<file path="src/rtl/drac_pkg.sv">
// Shared front-end types: fetch-to-decode packet and fetch queue sizing.
package drac_pkg;

  localparam int FETCH_QUEUE_DEPTH = 4;

  typedef logic [$clog2(FETCH_QUEUE_DEPTH):0] fq_ptr_t;

  typedef struct packed {
    logic        valid;
    logic [3:0]  cause;
    logic [31:0] origin;
  } exception_t;

  typedef struct packed {
    logic        is_branch;
    logic        decision;
    logic [31:0] pred_addr;
  } bpred_t;

  typedef struct packed {
    logic [31:0] pc_inst;
    logic [31:0] inst;
    logic        valid;
    exception_t  ex;
    bpred_t      bpred;
  } if_id_stage_t;

endpackage

</file>
<file path="src/rtl/fetch_queue.sv">
// In-order fetch->decode packet queue with flush.
// FETCH_QUEUE_BYPASS_EN enables a 0-cycle path from fetch to decode when empty.
module fetch_queue
  import drac_pkg::*;
#(
  parameter int DEPTH = FETCH_QUEUE_DEPTH
) (
  input  logic                       clk_i,
  input  logic                       rstn_i,
  input  logic                       flush_i,
  input  if_id_stage_t               fetch_i,
  output logic                       ready_o,
  input  logic                       decode_ready_i,
  output if_id_stage_t               fetch_o,
  output logic [$clog2(DEPTH):0]     count_o
);

  localparam int IDX = $clog2(DEPTH);
  localparam int PW  = IDX + 1;

  if_id_stage_t mem [DEPTH];

  logic [PW-1:0]  wr_ptr_q;
  logic [PW-1:0]  rd_ptr_q;
  logic [PW-1:0]  count_q;
  logic [IDX-1:0] wr_idx;
  logic [IDX-1:0] rd_idx;
  logic           empty;
  logic           full;
  logic           push;
  logic           pop;
  logic           push_wr;
  logic           pop_rd;
  if_id_stage_t   head;

  assign wr_idx = wr_ptr_q[IDX-1:0];
  assign rd_idx = rd_ptr_q[IDX-1:0];
  assign empty  = (wr_ptr_q == rd_ptr_q);
  assign full   = (wr_idx == rd_idx) && (wr_ptr_q[IDX] != rd_ptr_q[IDX]);

  assign ready_o = !full;
  assign count_o = count_q;
  assign head    = empty ? '0 : mem[rd_idx];

  assign push = fetch_i.valid & ready_o & !flush_i;
  assign pop  = fetch_o.valid & decode_ready_i & !flush_i;

`ifdef FETCH_QUEUE_BYPASS_EN
  logic bypass;
  assign bypass = empty & fetch_i.valid & !flush_i;

  // A bypassed packet that decode takes immediately never touches storage.
  assign push_wr = push & !(bypass & decode_ready_i);
  assign pop_rd  = pop & !bypass;

  always_comb begin
    fetch_o = bypass ? fetch_i : head;
    if (flush_i) fetch_o.valid = 1'b0;
  end
`else
  assign push_wr = push;
  assign pop_rd  = pop;

  always_comb begin
    fetch_o = head;
    if (flush_i) fetch_o.valid = 1'b0;
  end
`endif

  always_ff @(posedge clk_i) begin
    if (push_wr) mem[wr_idx] <= fetch_i;
  end

  always_ff @(posedge clk_i or negedge rstn_i) begin
    if (!rstn_i) begin
      wr_ptr_q <= '0;
      rd_ptr_q <= '0;
      count_q  <= '0;
    end else if (flush_i) begin
      wr_ptr_q <= '0;
      rd_ptr_q <= '0;
      count_q  <= '0;
    end else begin
      if (push_wr) wr_ptr_q <= wr_ptr_q + PW'(1);
      if (pop_rd)  rd_ptr_q <= rd_ptr_q + PW'(1);
      if (push_wr && !pop_rd)      count_q <= count_q + PW'(1);
      else if (pop_rd && !push_wr) count_q <= count_q - PW'(1);
    end
  end

endmodule

</file>
<file path="config.mk">
export PLATFORM = sky130hd
export DESIGN_NAME = fetch_queue
export DESIGN_NICKNAME = d
export VERILOG_FILES = /design/src/rtl/drac_pkg.sv /design/src/rtl/fetch_queue.sv
export SDC_FILE = /design/constraint.sdc
export NUM_CORES = 1
export LEC_CHECK = 0
export ABC_AREA = 1
export CAP_MARGIN = 20
export CORE_AREA = 2 2 195 197
export CTS_CLUSTER_SIZE = 10
export DETAILED_ROUTE_END_ITERATION = 6
export DIE_AREA = 0 0 197 199
export PLACE_DENSITY = 0.89
export SYNTH_ARGS = -nofsm -noshare
export SYNTH_HDL_FRONTEND = slang
export SYNTH_SLANG_ARGS = --single-unit
</file>
<file path="constraint.sdc">
create_clock -name clk_i -period 12.7 [get_ports clk_i]
set_clock_uncertainty 0.05 [all_clocks]
set_input_delay 2.54 -clock clk_i [delete_from_list [all_inputs] [get_ports clk_i]]
set_output_delay 2.54 -clock clk_i [all_outputs]
set_load 0.05 [all_outputs]
</file>
==> results.py <==
metrics = {
    "yosys": {
        "yosys.area_share.simple_pct": 8.161,
        "synth_top_family_by_area": "compound AO/OA/AOI/OAI gates",
        "syn_inst": 1694,
        "avgSynthCellArea_sq_um": 12.82,
        "ys_seq_area_share_pct": 76.28,
        "synth.area.mux_share_pct": 0,
        "synth_top_area_share_pct": 75.25,
        "ys_seq_elements": 553,
        "synth_nets": 1840,
        "synth_compound_area_share_pct": 10.32,
        "synth_top_cell_by_area": "edfxtp_1",
        "synth_xor_area_share_pct": 0.04034,
        "synth_area_leaders": "edfxtp_1 (75%), o21ai_0 (5.9%), nor2_1 (4.8%), o22ai_1 (3.9%), nand2_1 (2.8%)",
        "ys_warn_count": 0,
        "synth-adder-area-share_pct": 0.3804,
        "yosys.cell_types.count": 25,
        "syn_area_sq_mm": 0.02171,
    },
    "power_and_ir_drop": {
        "clockPowerShare_pct": 34.0,
        "p_int_uw": 3207,
        "pwr_density_cell_mw_per_mm2": 167.9,
        "leakage_uw": 0.009807,
        "p_switching_uw": 1253,
        "seqPwrFrac_pct": 46.7,
        "ir_drop_uv": 135.4,
        "sw_frac_of_total_pct": 28.09,
        "power_frac_comb_pct": 19.2,
    },
    "detailed_routing": {
        "drc": 0,
        "dr_wl_met3_um": 4873,
        "wl_met1_um": 18650,
        "antenna_left": 0,
        "first_pass_iters": 5,
        "routed.top_layer": "met5",
        "wl_met2_um": 25190,
        "post_drt_wl_per_cell_um": 20.41,
        "vias_per_cell": 5.777,
        "drt-initial-drc-count": 1483,
        "via_count": 14110,
        "routed_wl_um": 49850,
    },
    "cts": {
        "postCtsSetupBuffers": 0,
        "cts_tree": "done",
        "clock_path_buffers": 3,
        "htree_levels": 2,
        "root_buffer": "clkbuf_16",
        "clock_latency_ns": 0.60,
        "numCtsBuffers": 61,
        "cts_resized": 0,
        "path_clk_slew_ns": 0.05,
        "clock_sinks": 553,
        "cts_hold_buf": 0,
    },
    "timing": {
        "maxSlewHeadroom_pct": 25.33,
        "fmax_ghz": 0.1407,
        "period_minus_slack_ns": 7.108,
        "post-route-period-util_pct": 55.97,
        "hold_viol": 0,
        "worstMarginPinSlew_ns": 1.120,
        "slew_violations": 0,
        "setup_viol": 0,
        "setup_tns_ns": 0,
        "rsz0062_at_grt": "false",
    },
    "place": {
        "hpwl_um": 27660,
        "numPortBuffers": 279,
        "routabilityCongestion": 0.7579,
        "place_inst": 2359,
    },
    "floorplan": {
        "core_area_sq_mm": 0.03713,
        "num_rows": 71,
        "die_w_um": 197,
        "io_pins": 280,
        "chipHeight_um": 199,
        "start_util_pct": 58.46,
        "dieArea_sq_mm": 0.03920,
    },
    "global_route": {
        "grt_pass1_wl_um": 75760,
        "overflow": 0,
        "grt_max_degree": 177,
        "grt_pass1_vias": 14160,
        "grt_usage_pct": 25.24,
        "grt_antenna_before_repair": 4,
    },
    "critical_path": {
        "crit_chain": "inv_4 -> buf_4 -> o21ai_0 -> o22ai_1 -> nand2_1 -> inv_1 -> clkdlybuf4s50_1",
        "critPathMaxStageDelay_ns": 0.84,
        "critPathSlowestCell": "buf_4",
        "endpoint_kind": "primary output",
        "criticalPathCategory": "register to primary output",
        "crit_fanout": 87,
        "critPathRequiredTime_ns": 10.11,
        "crit_buf_inv": 4,
        "arrival_ns": 4.52,
        "cp_top_family": "buffers and inverters",
        "start_kind": "register",
    },
    "layout": {
        "nets": 2096,
        "drive_gt1_share_pct": 5.239,
        "final_common_cell": "edfxtp_1",
        "n_fill_cell": 2321,
        "multiInputGateArea_sq_mm": 0.004141,
        "final_cells": 2442,
        "areaGrowthSynthToFinish_pct": 22.38,
        "ff_latch_area_sq_mm": 0.01657,
        "final_cell_mix": "edfxtp_1 (544), clkdlybuf4s50_1 (279), nor2_1 (272), o21ai_0 (257), nand2_1 (164)",
    },
    "hold_path": {
        "min_path_type": "register to register",
    },
    "flow_run": {
        "max-cap-violations": 0,
    },
    "outcome": {
        "status": "completed",
    },
}
-- registers in the layout, indices dropped and copies added (netlist names) --
name / flops
wr_ptr_q: 3
mem: 544
rd_ptr_q: 3
count_o: 3
-- worst min-delay path: stages (launching register included) --
cell and delay, ns:
dfrtp_1 0.37, nand2_1 0.06, nand2_1 0.05
-- synthesized netlist by cell type --
master	n
a21oi_1	2
buf_1	1
buf_2	22
buf_4	4
buf_6	2
clkbuf_1	76
dfrtp_1	9
edfxtp_1	544
fa_1	1
ha_1	5
inv_1	154
inv_2	4
nand2_1	164
nand2_2	4
nand2_4	1
nand3_1	6
nand3_2	2
nand4_2	1
nor2_1	276
nor2_4	1
nor3_1	2
o21ai_0	257
o21ai_1	20
o22ai_1	135
xnor2_1	1
-- power groups by stage --
stage / sequential (uW) / combinational (uW) / clock, uW
floorplan: 2130 / 544 / 0
global placement: 2120 / 829 / 0
detailed placement: 2120 / 852 / 0
CTS: 2080 / 856 / 1540
global route: 2090 / 909 / 1610
finish: 2080 / 857 / 1520
-- worst paths after layout --
check	startpoint	endpoint	slack, ns	cells past startpoint
max	rd_ptr_q[1]$_DFFE_PN0P_	fetch_o[116]	5.59	7
min	count_o[0]$_DFFE_PN0P_	count_o[0]$_DFFE_PN0P_	0.46	2
max reg2reg	rd_ptr_q[1]$_DFFE_PN0P_	count_o[2]$_DFFE_PN0P_	8.65	14
min reg2reg	count_o[0]$_DFFE_PN0P_	count_o[0]$_DFFE_PN0P_	0.46	2
max in group asynchronous	rstn_i	rd_ptr_q[0]$_DFFE_PN0P_	10.04	1
min in group asynchronous	rstn_i	count_o[0]$_DFFE_PN0P_	2.21	1
-- layout make-up --
cell class,instances,area share (%)
sequential,553,62.36
clock inverter,3,0.06122
inverter,158,2.270
clock buffer,76,6.155
antenna,2,0.01884
timing repair buffer,298,11.31
multi-input combinational,878,15.59
tap,474,2.232
-- cell families (layout without fill, tap and decap cells) --
group,count (synthesis),after routing
adders and majority gates,6,6
DFF,553,553
other,0,2
buffers and inverters,263,535
xor gates and xnor gates,1,1
and+or+nand+nor,457,457
AOI/OAI and AO/OA,414,414
-- metal layers --
layer  vias to the layer above  track usage (%)
met5                         -                0
met3                        87            5.782
met2                       691            43.35
met4                         6            8.911
met1                      6827            31.78
li1                       6497                -
-- through the flow --
stage	setup slack [ns]	total power [uW]	util (%)	area [sq um]	hold slack [ns]
final	5.592	4461	71.55	26570	0.4646
after global routing	5.297	4608	71.53	26560	0.5091
after CTS	5.127	4481	71.41	26520	0.4606
after detailed placement	5.763	2973	66.96	24860	0.4517
after global placement	5.904	2947	66.80	24800	0.4432
after floorplan	3.534	2674	-	21710	0.5011
Power figures use the tool's default switching activity.
